==> src/rtl/jfpjc_pkg.sv <==
// Shared constants, FSM state type and EBR address packing for the strip scheduler.
package jfpjc_pkg;

    localparam int PIXELS_PER_BLOCK = 64;
    localparam int STRIP_PIXELS     = 2560;

    typedef enum logic [1:0] {
        ST_IDLE   = 2'd0,
        ST_STREAM = 2'd1,
        ST_DRAIN  = 2'd2
    } sched_state_t;

    // row*64 + blk*8 + col, built by concatenation so no adder is needed.
    function automatic logic [8:0] pack_addr(input logic [2:0] row,
                                             input logic [2:0] blk,
                                             input logic [2:0] col);
        return {row, blk, col};
    endfunction

endpackage

==> src/rtl/pixel_skid_buffer.sv <==
// Two-entry FIFO between the EBR read pipeline and the pixel stream; space_avail
// already accounts for the read whose data lands in the buffer on the next edge.
module pixel_skid_buffer #(
    parameter int WIDTH = 10
) (
    input  logic             clock,
    input  logic             nreset,
    input  logic             in_valid,
    input  logic [WIDTH-1:0] in_data,
    output logic             out_valid,
    output logic [WIDTH-1:0] out_data,
    input  logic             out_ready,
    output logic             space_avail
);

    logic [WIDTH-1:0] mem_q [2];
    logic [WIDTH-1:0] mem_d [2];
    logic [1:0]       count_q, count_d;
    logic             wr_ptr_q, wr_ptr_d;
    logic             rd_ptr_q, rd_ptr_d;
    logic             push, pop;

    assign out_valid = (count_q != 2'd0);
    assign out_data  = mem_q[rd_ptr_q];
    assign push      = in_valid;
    assign pop       = out_valid && out_ready;

    always_comb begin
        count_d  = count_q + {1'b0, push} - {1'b0, pop};
        wr_ptr_d = wr_ptr_q ^ push;
        rd_ptr_d = rd_ptr_q ^ pop;
        mem_d    = mem_q;
        if (push) begin
            mem_d[wr_ptr_q] = in_data;
        end
    end

    // A read issued now is pushed one edge after the next, so room must exist after this edge.
    assign space_avail = (count_d < 2'd2);

    always_ff @(posedge clock) begin
        if (!nreset) begin
            count_q  <= 2'd0;
            wr_ptr_q <= 1'b0;
            rd_ptr_q <= 1'b0;
        end else begin
            count_q  <= count_d;
            wr_ptr_q <= wr_ptr_d;
            rd_ptr_q <= rd_ptr_d;
        end
    end

    generate
        for (genvar gi = 0; gi < 2; gi++) begin : g_entry
            always_ff @(posedge clock) begin
                if (!nreset) begin
                    mem_q[gi] <= '0;
                end else begin
                    mem_q[gi] <= mem_d[gi];
                end
            end
        end
    endgenerate

endmodule

==> src/rtl/jpeg_strip_scheduler.sv <==
// Ping-pong strip buffer controller: swaps banks on strip_done and streams the
// finished bank out as 8x8 blocks, counting strips that arrive while busy.
module jpeg_strip_scheduler
    import jfpjc_pkg::*;
#(
    parameter int NUM_EBRS       = 5,
    parameter int BLOCKS_PER_EBR = 8,
    parameter int ADDR_WIDTH     = 9
) (
    input  logic                  clock,
    input  logic                  nreset,
    input  logic                  strip_done,
    output logic                  frontbuffer_select,
    output logic [2:0]            ebr_read_select,
    output logic [ADDR_WIDTH-1:0] ebr_raddr,
    output logic                  ebr_rclken,
    input  logic [7:0]            ebr_rdata,
    output logic [7:0]            pix_data,
    output logic                  pix_valid,
    input  logic                  pix_ready,
    output logic                  block_start,
    output logic                  strip_last,
    output logic                  busy,
    output logic                  overrun,
    output logic [7:0]            dropped_strips
);

    localparam logic [2:0] E_LAST = 3'(NUM_EBRS - 1);
    localparam logic [2:0] B_LAST = 3'(BLOCKS_PER_EBR - 1);

    sched_state_t state_q, state_d;
    logic         strip_done_q;
    logic         fb_q, fb_d;
    logic [2:0]   e_q, e_d, b_q, b_d, r_q, r_d, k_q, k_d;
    logic         rd_valid_q, rd_valid_d;
    logic [1:0]   rd_meta_q, rd_meta_d;
    logic         overrun_q, overrun_d;
    logic [7:0]   dropped_q, dropped_d;
    logic         space_avail, issue, last_addr, last_xfer, start, drop;
    logic [9:0]   skid_out;

    assign issue     = (state_q == ST_STREAM) && space_avail;
    assign last_addr = (e_q == E_LAST) && (b_q == B_LAST) && (r_q == 3'd7) && (k_q == 3'd7);
    assign last_xfer = pix_valid && pix_ready && strip_last;

    always_comb begin
        state_d   = state_q;
        fb_d      = fb_q;
        e_d       = e_q;
        b_d       = b_q;
        r_d       = r_q;
        k_d       = k_q;
        overrun_d = overrun_q;
        dropped_d = dropped_q;
        start     = 1'b0;
        drop      = 1'b0;

        // Loop nest e > b > r > k; advances only on an issued read.
        if (issue) begin
            k_d = k_q + 3'd1;
            if (k_q == 3'd7) begin
                r_d = r_q + 3'd1;
                if (r_q == 3'd7) begin
                    b_d = (b_q == B_LAST) ? 3'd0 : b_q + 3'd1;
                    if (b_q == B_LAST) begin
                        e_d = e_q + 3'd1;
                    end
                end
            end
        end

        unique case (state_q)
            ST_IDLE: begin
                start = strip_done_q;
            end
            ST_STREAM: begin
                if (issue && last_addr) begin
                    state_d = ST_DRAIN;
                end
                drop = strip_done_q;
            end
            ST_DRAIN: begin
                if (last_xfer) begin
                    state_d = ST_IDLE;
                    start   = strip_done_q;
                end else begin
                    drop = strip_done_q;
                end
            end
            default: state_d = ST_IDLE;
        endcase

        if (start) begin
            state_d = ST_STREAM;
            fb_d    = ~fb_q;
            e_d     = 3'd0;
            b_d     = 3'd0;
            r_d     = 3'd0;
            k_d     = 3'd0;
        end

        // The ingester keeps overwriting the same fill bank for a dropped strip.
        if (drop) begin
            overrun_d = 1'b1;
            if (dropped_q != 8'hFF) begin
                dropped_d = dropped_q + 8'd1;
            end
        end

        rd_valid_d = issue;
        rd_meta_d  = {issue && (r_q == 3'd0) && (k_q == 3'd0), issue && last_addr};
    end

    always_ff @(posedge clock) begin
        if (!nreset) begin
            state_q      <= ST_IDLE;
            strip_done_q <= 1'b0;
            fb_q         <= 1'b0;
            e_q          <= 3'd0;
            b_q          <= 3'd0;
            r_q          <= 3'd0;
            k_q          <= 3'd0;
            rd_valid_q   <= 1'b0;
            rd_meta_q    <= 2'b00;
            overrun_q    <= 1'b0;
            dropped_q    <= 8'd0;
        end else begin
            state_q      <= state_d;
            strip_done_q <= strip_done;
            fb_q         <= fb_d;
            e_q          <= e_d;
            b_q          <= b_d;
            r_q          <= r_d;
            k_q          <= k_d;
            rd_valid_q   <= rd_valid_d;
            rd_meta_q    <= rd_meta_d;
            overrun_q    <= overrun_d;
            dropped_q    <= dropped_d;
        end
    end

    pixel_skid_buffer #(
        .WIDTH(10)
    ) u_skid (
        .clock      (clock),
        .nreset     (nreset),
        .in_valid   (rd_valid_q),
        .in_data    ({rd_meta_q, ebr_rdata}),
        .out_valid  (pix_valid),
        .out_data   (skid_out),
        .out_ready  (pix_ready),
        .space_avail(space_avail)
    );

    assign frontbuffer_select = fb_q;
    assign ebr_read_select    = e_q;
    assign ebr_raddr          = ADDR_WIDTH'(pack_addr(r_q, b_q, k_q));
    assign ebr_rclken         = issue;
    assign pix_data           = skid_out[7:0];
    assign block_start        = pix_valid && skid_out[9];
    assign strip_last         = pix_valid && skid_out[8];
    assign busy               = (state_q != ST_IDLE);
    assign overrun            = overrun_q;
    assign dropped_strips     = dropped_q;

endmodule

==> config.mk <==
export PLATFORM = sky130hd
export DESIGN_NAME = jpeg_strip_scheduler
export DESIGN_NICKNAME = d
export VERILOG_FILES = /design/src/rtl/jfpjc_pkg.sv /design/src/rtl/pixel_skid_buffer.sv /design/src/rtl/jpeg_strip_scheduler.sv
export SDC_FILE = /design/constraint.sdc
export NUM_CORES = 1
export LEC_CHECK = 0
export BUFFER_PORTS_ARGS = -buffer_cell sky130_fd_sc_hd__buf_2
export CORE_MARGIN = 5
export CORE_UTILIZATION = 50
export DETAILED_ROUTE_END_ITERATION = 10
export HOLD_SLACK_MARGIN = 0.03
export PLACE_DENSITY = 0.81
export SYNTH_ARGS = -nofsm -noshare
export SYNTH_HDL_FRONTEND = slang
export SYNTH_SLANG_ARGS = --single-unit
export TNS_END_PERCENT = 20
==> constraint.sdc <==
create_clock -name clock -period 5.37 [get_ports clock]
set_input_delay 0.537 -clock clock [delete_from_list [all_inputs] [get_ports clock]]
set_output_delay 0.537 -clock clock [all_outputs]
set_load 0.01 [all_outputs]
==> flow_metrics.tcl <==
set metrics [dict create \
    setup_viol 0 \
    tightest_slew_ps 1220 \
    synth_compound_area_share_pct 8.10 \
    met3_usage_pct 2.48 \
    drive_gt1_share_pct 23.2 \
    syn-num-nets 284 \
    synth_area_sq_um 2440 \
    rrSetupSlack_ps 2940 \
    cts_buffers 5 \
    period_share_pct 55.0 \
    synth_top_family_by_area "simple AND/OR/NAND/NOR gates" \
    crit_type "register to output port" \
    worstRegToRegCells 4 \
    grt_max_degree 33 \
    final_cell_count_no_fill 364 \
    met2_usage_pct 27.5 \
    final.fill_count 411 \
    switching_share_pct 28.3 \
    placedInstanceArea_sq_um 2710 \
    power.internal_w 0.000557 \
    multi_input_area_sq_um 1270 \
    yosys_warnings 0 \
    setup_tns_ps 0 \
    r2r_start "u_skid.rd_ptr_q" \
    worst_ir_drop_vdd_mv 0.161 \
    power.switching_w 0.000220 \
    io_pins 47 \
    startpoint "u_skid.count_q[1]" \
    overflow 0 \
    core_area_sq_um 4720 \
    grt_pass1_vias 1811 \
    clk_pin_slew_ps 100 \
    synth_area_per_cell_sq_um 9.61 \
    synth-simple-area-share_pct 16.0 \
    fin_ws_ps 2420 \
    synthAdderAreaFrac_pct 9.23 \
    postLayoutCellArea_sq_um 2800 \
    synth_cell_types 41 \
    netlist_instances 254 \
    rsz0062_at_grt "no" \
    leakage_nw 1.21 \
    slew-limit-headroom_pct 17.5 \
    synth_xor_area_share_pct 3.69 \
    drv_cap 0 \
    seq_area_frac_synth_pct 42.7 \
    grtUsageMet1_pct 18.1 \
    cts_tree "built" \
    cts_buffer_depth 2 \
    dr.pass1.iters 4 \
    grt_pass1_wl_mm 7.88 \
    clock_power_share_pct 29.5 \
    muxShareOfSynthArea_pct 14.9 \
    antenna_left 0 \
    cp-start-kind "register" \
    viasPerCell 5.07 \
    diodes 0 \
    path_max_fanout 5 \
    cp-end-kind "output port" \
    antenna_found_initial 0 \
    cts_resized 0 \
    nets 326 \
    vias 1846 \
    status "completed" \
    drtIter0Drc 44 \
    post_cts_buffers 0 \
    place_ws_ps 2660 \
    io_buffers 46 \
    grt_use_total_pct 15.3 \
    crit_path_end "ebr_rclken" \
    initial_core_util_pct 51.7 \
    slew_violations 0 \
    seq_power_share_pct 54.0 \
    fin_crit_ps 2950 \
    hold_viol_final 0 \
    power.density_nw_per_um2 278 \
    hpwl_mm 3.49 \
    cp.required_ps 4830 \
    r2r_end "dropped_strips[2]" \
    worstSkewPairLatency_ps 310 \
    critPathArrivalTime_ps 2420 \
    area_growth_pct 14.7 \
    clkSinkCount 52 \
    hold_buffers 0 \
    htreeDepth 2 \
    pwr-share-comb_pct 16.4 \
    cts-root-buf "clkbuf_8" \
    total_power_w 0.000777 \
    gp_congestion 0.752 \
    fp.dieW_um 79.9 \
    fp.dieH_um 79.9 \
    synth_seq_cells 52 \
    num_rows 25 \
    drt_wl_total_mm 4.71 \
    fmax_ghz 0.339 \
    routedWlPerCell_um 12.9 \
    busiest_layer "met2" \
    hold_class "input port to register" \
    drc_errors 0 \
    place_inst 356 \
    regArea_sq_um 1040 \
    dieArea_sq_um 6380 \
    fin_skew_ps 10.8 \
]
-- placed cells by master, fill, tap and decap left out, types with 4 or more instances in the layout --
| cell type | n |
|---|---|
| clkbuf_8 | 5 |
| dfxtp_1 | 52 |
| xnor2_1 | 4 |
| nor2_1 | 35 |
| nand2_1 | 16 |
| a21oi_1 | 13 |
| mux2i_1 | 26 |
| mux2_2 | 8 |
| buf_2 | 46 |
| o21ai_0 | 4 |
| ha_1 | 18 |
| inv_1 | 22 |
| nand3_1 | 6 |
-- worst max-delay path, cell delays in order (launching register included) --
cell and delay (ps):
dfxtp_1 340, o21ai_0 430, inv_1 100, ha_1 290, inv_1 40, ha_1 200, xnor3_1 270, nand2_1 140
inv_1 150, buf_2 150
-- per-stage QoR --
step           util, %  hold slack [ps]
3_5_place_dp      57.3              436
5_1_grt           59.3              425
3_3_place_gp      57.3              431
6_report          59.3              431
2_1_floorplan        -              454
4_1_cts           59.3              429
-- registers in the layout, indices dropped and copies added (netlist names) --
signal / cells
b_q: 3
dropped_strips: 8
ebr_read_select: 3
frontbuffer_select: 1
k_q: 3
overrun: 1
r_q: 3
rd_meta_q: 2
rd_valid_q: 1
state_q: 2
strip_done_q: 1
u_skid.count_q: 2
u_skid.mem_q: 20
u_skid.rd_ptr_q: 1
u_skid.wr_ptr_q: 1
-- layer usage --
layer,up-vias,part of all wire [%]
met4,0,1.1
li1,945,-
met3,5,3.1
met5,-,0
met1,862,47
met2,34,48
-- cells in the mapped netlist, drive strengths merged --
library cell | count | area (sq um)
clkbuf | 6 | 22.5
xnor3 | 1 | 22.5
nand2b | 2 | 12.5
a311oi | 1 | 8.76
a41oi | 1 | 8.76
o211a | 1 | 10.0
buf | 5 | 26.3
o311ai | 1 | 8.76
a21oi | 13 | 65.1
inv | 22 | 82.6
and2 | 3 | 18.8
nor3 | 1 | 5.00
nor4 | 2 | 25.0
o41ai | 3 | 33.8
nor2 | 36 | 138
and4 | 2 | 20.0
o21ai | 4 | 20.0
o31a | 1 | 8.76
o221a | 1 | 11.3
nand4 | 3 | 18.8
nand2 | 16 | 60.1
xnor2 | 4 | 35.0
nand3 | 6 | 30.0
and3 | 2 | 12.5
or3b | 1 | 8.76
nor2b | 1 | 6.26
or4 | 3 | 22.5
xor2 | 1 | 8.76
dfxtp | 52 | 1040
xor3 | 1 | 23.8
o31ai | 3 | 22.5
mux2 | 8 | 90.1
mux2i | 27 | 274
ha | 18 | 225
or3 | 2 | 12.5
-- cell type report --
cell class / instances / area share, %
multi-input cells: 169 / 45.3
flip-flops and latches: 52 / 37.2
repair buffers: 46 / 8.23
well taps: 67 / 3.00
inverters: 22 / 2.95
clock buffers: 5 / 2.46
clock inverters: 3 / 0.894
-- worst min-delay path by stage --
stage	from	to	cells after the start
2_1_floorplan	u_skid.mem_q[0]	u_skid.mem_q[0]	2
3_3_place_gp	overrun	overrun	2
3_5_place_dp	overrun	overrun	2
4_1_cts	strip_done	strip_done_q	2
5_1_grt	strip_done	strip_done_q	2
6_report	strip_done	strip_done_q	2
-- power groups by stage --
stage	sequential, W	clock (W)	combinational (W)
5_1_grt	0.000423	0.000255	0.000140
6_report	0.000420	0.000229	0.000128
3_3_place_gp	0.000428	0	0.000122
4_1_cts	0.000420	0.000234	0.000128
2_1_floorplan	0.000419	0	0.000100
3_5_place_dp	0.000429	0	0.000126
-- kinds of logic (layout without fill, tap and decap cells) --
logic type / Yosys count / after routing
AOI/OAI and AO/OA: 29 / 29
xor gates and xnor gates: 7 / 7
adders and majority gates: 18 / 18
buffers and inverters: 33 / 76
DFF: 52 / 52
muxes: 35 / 35
and+or+nand+nor: 80 / 80
No activity file was read; power rests on OpenSTA's default activity.
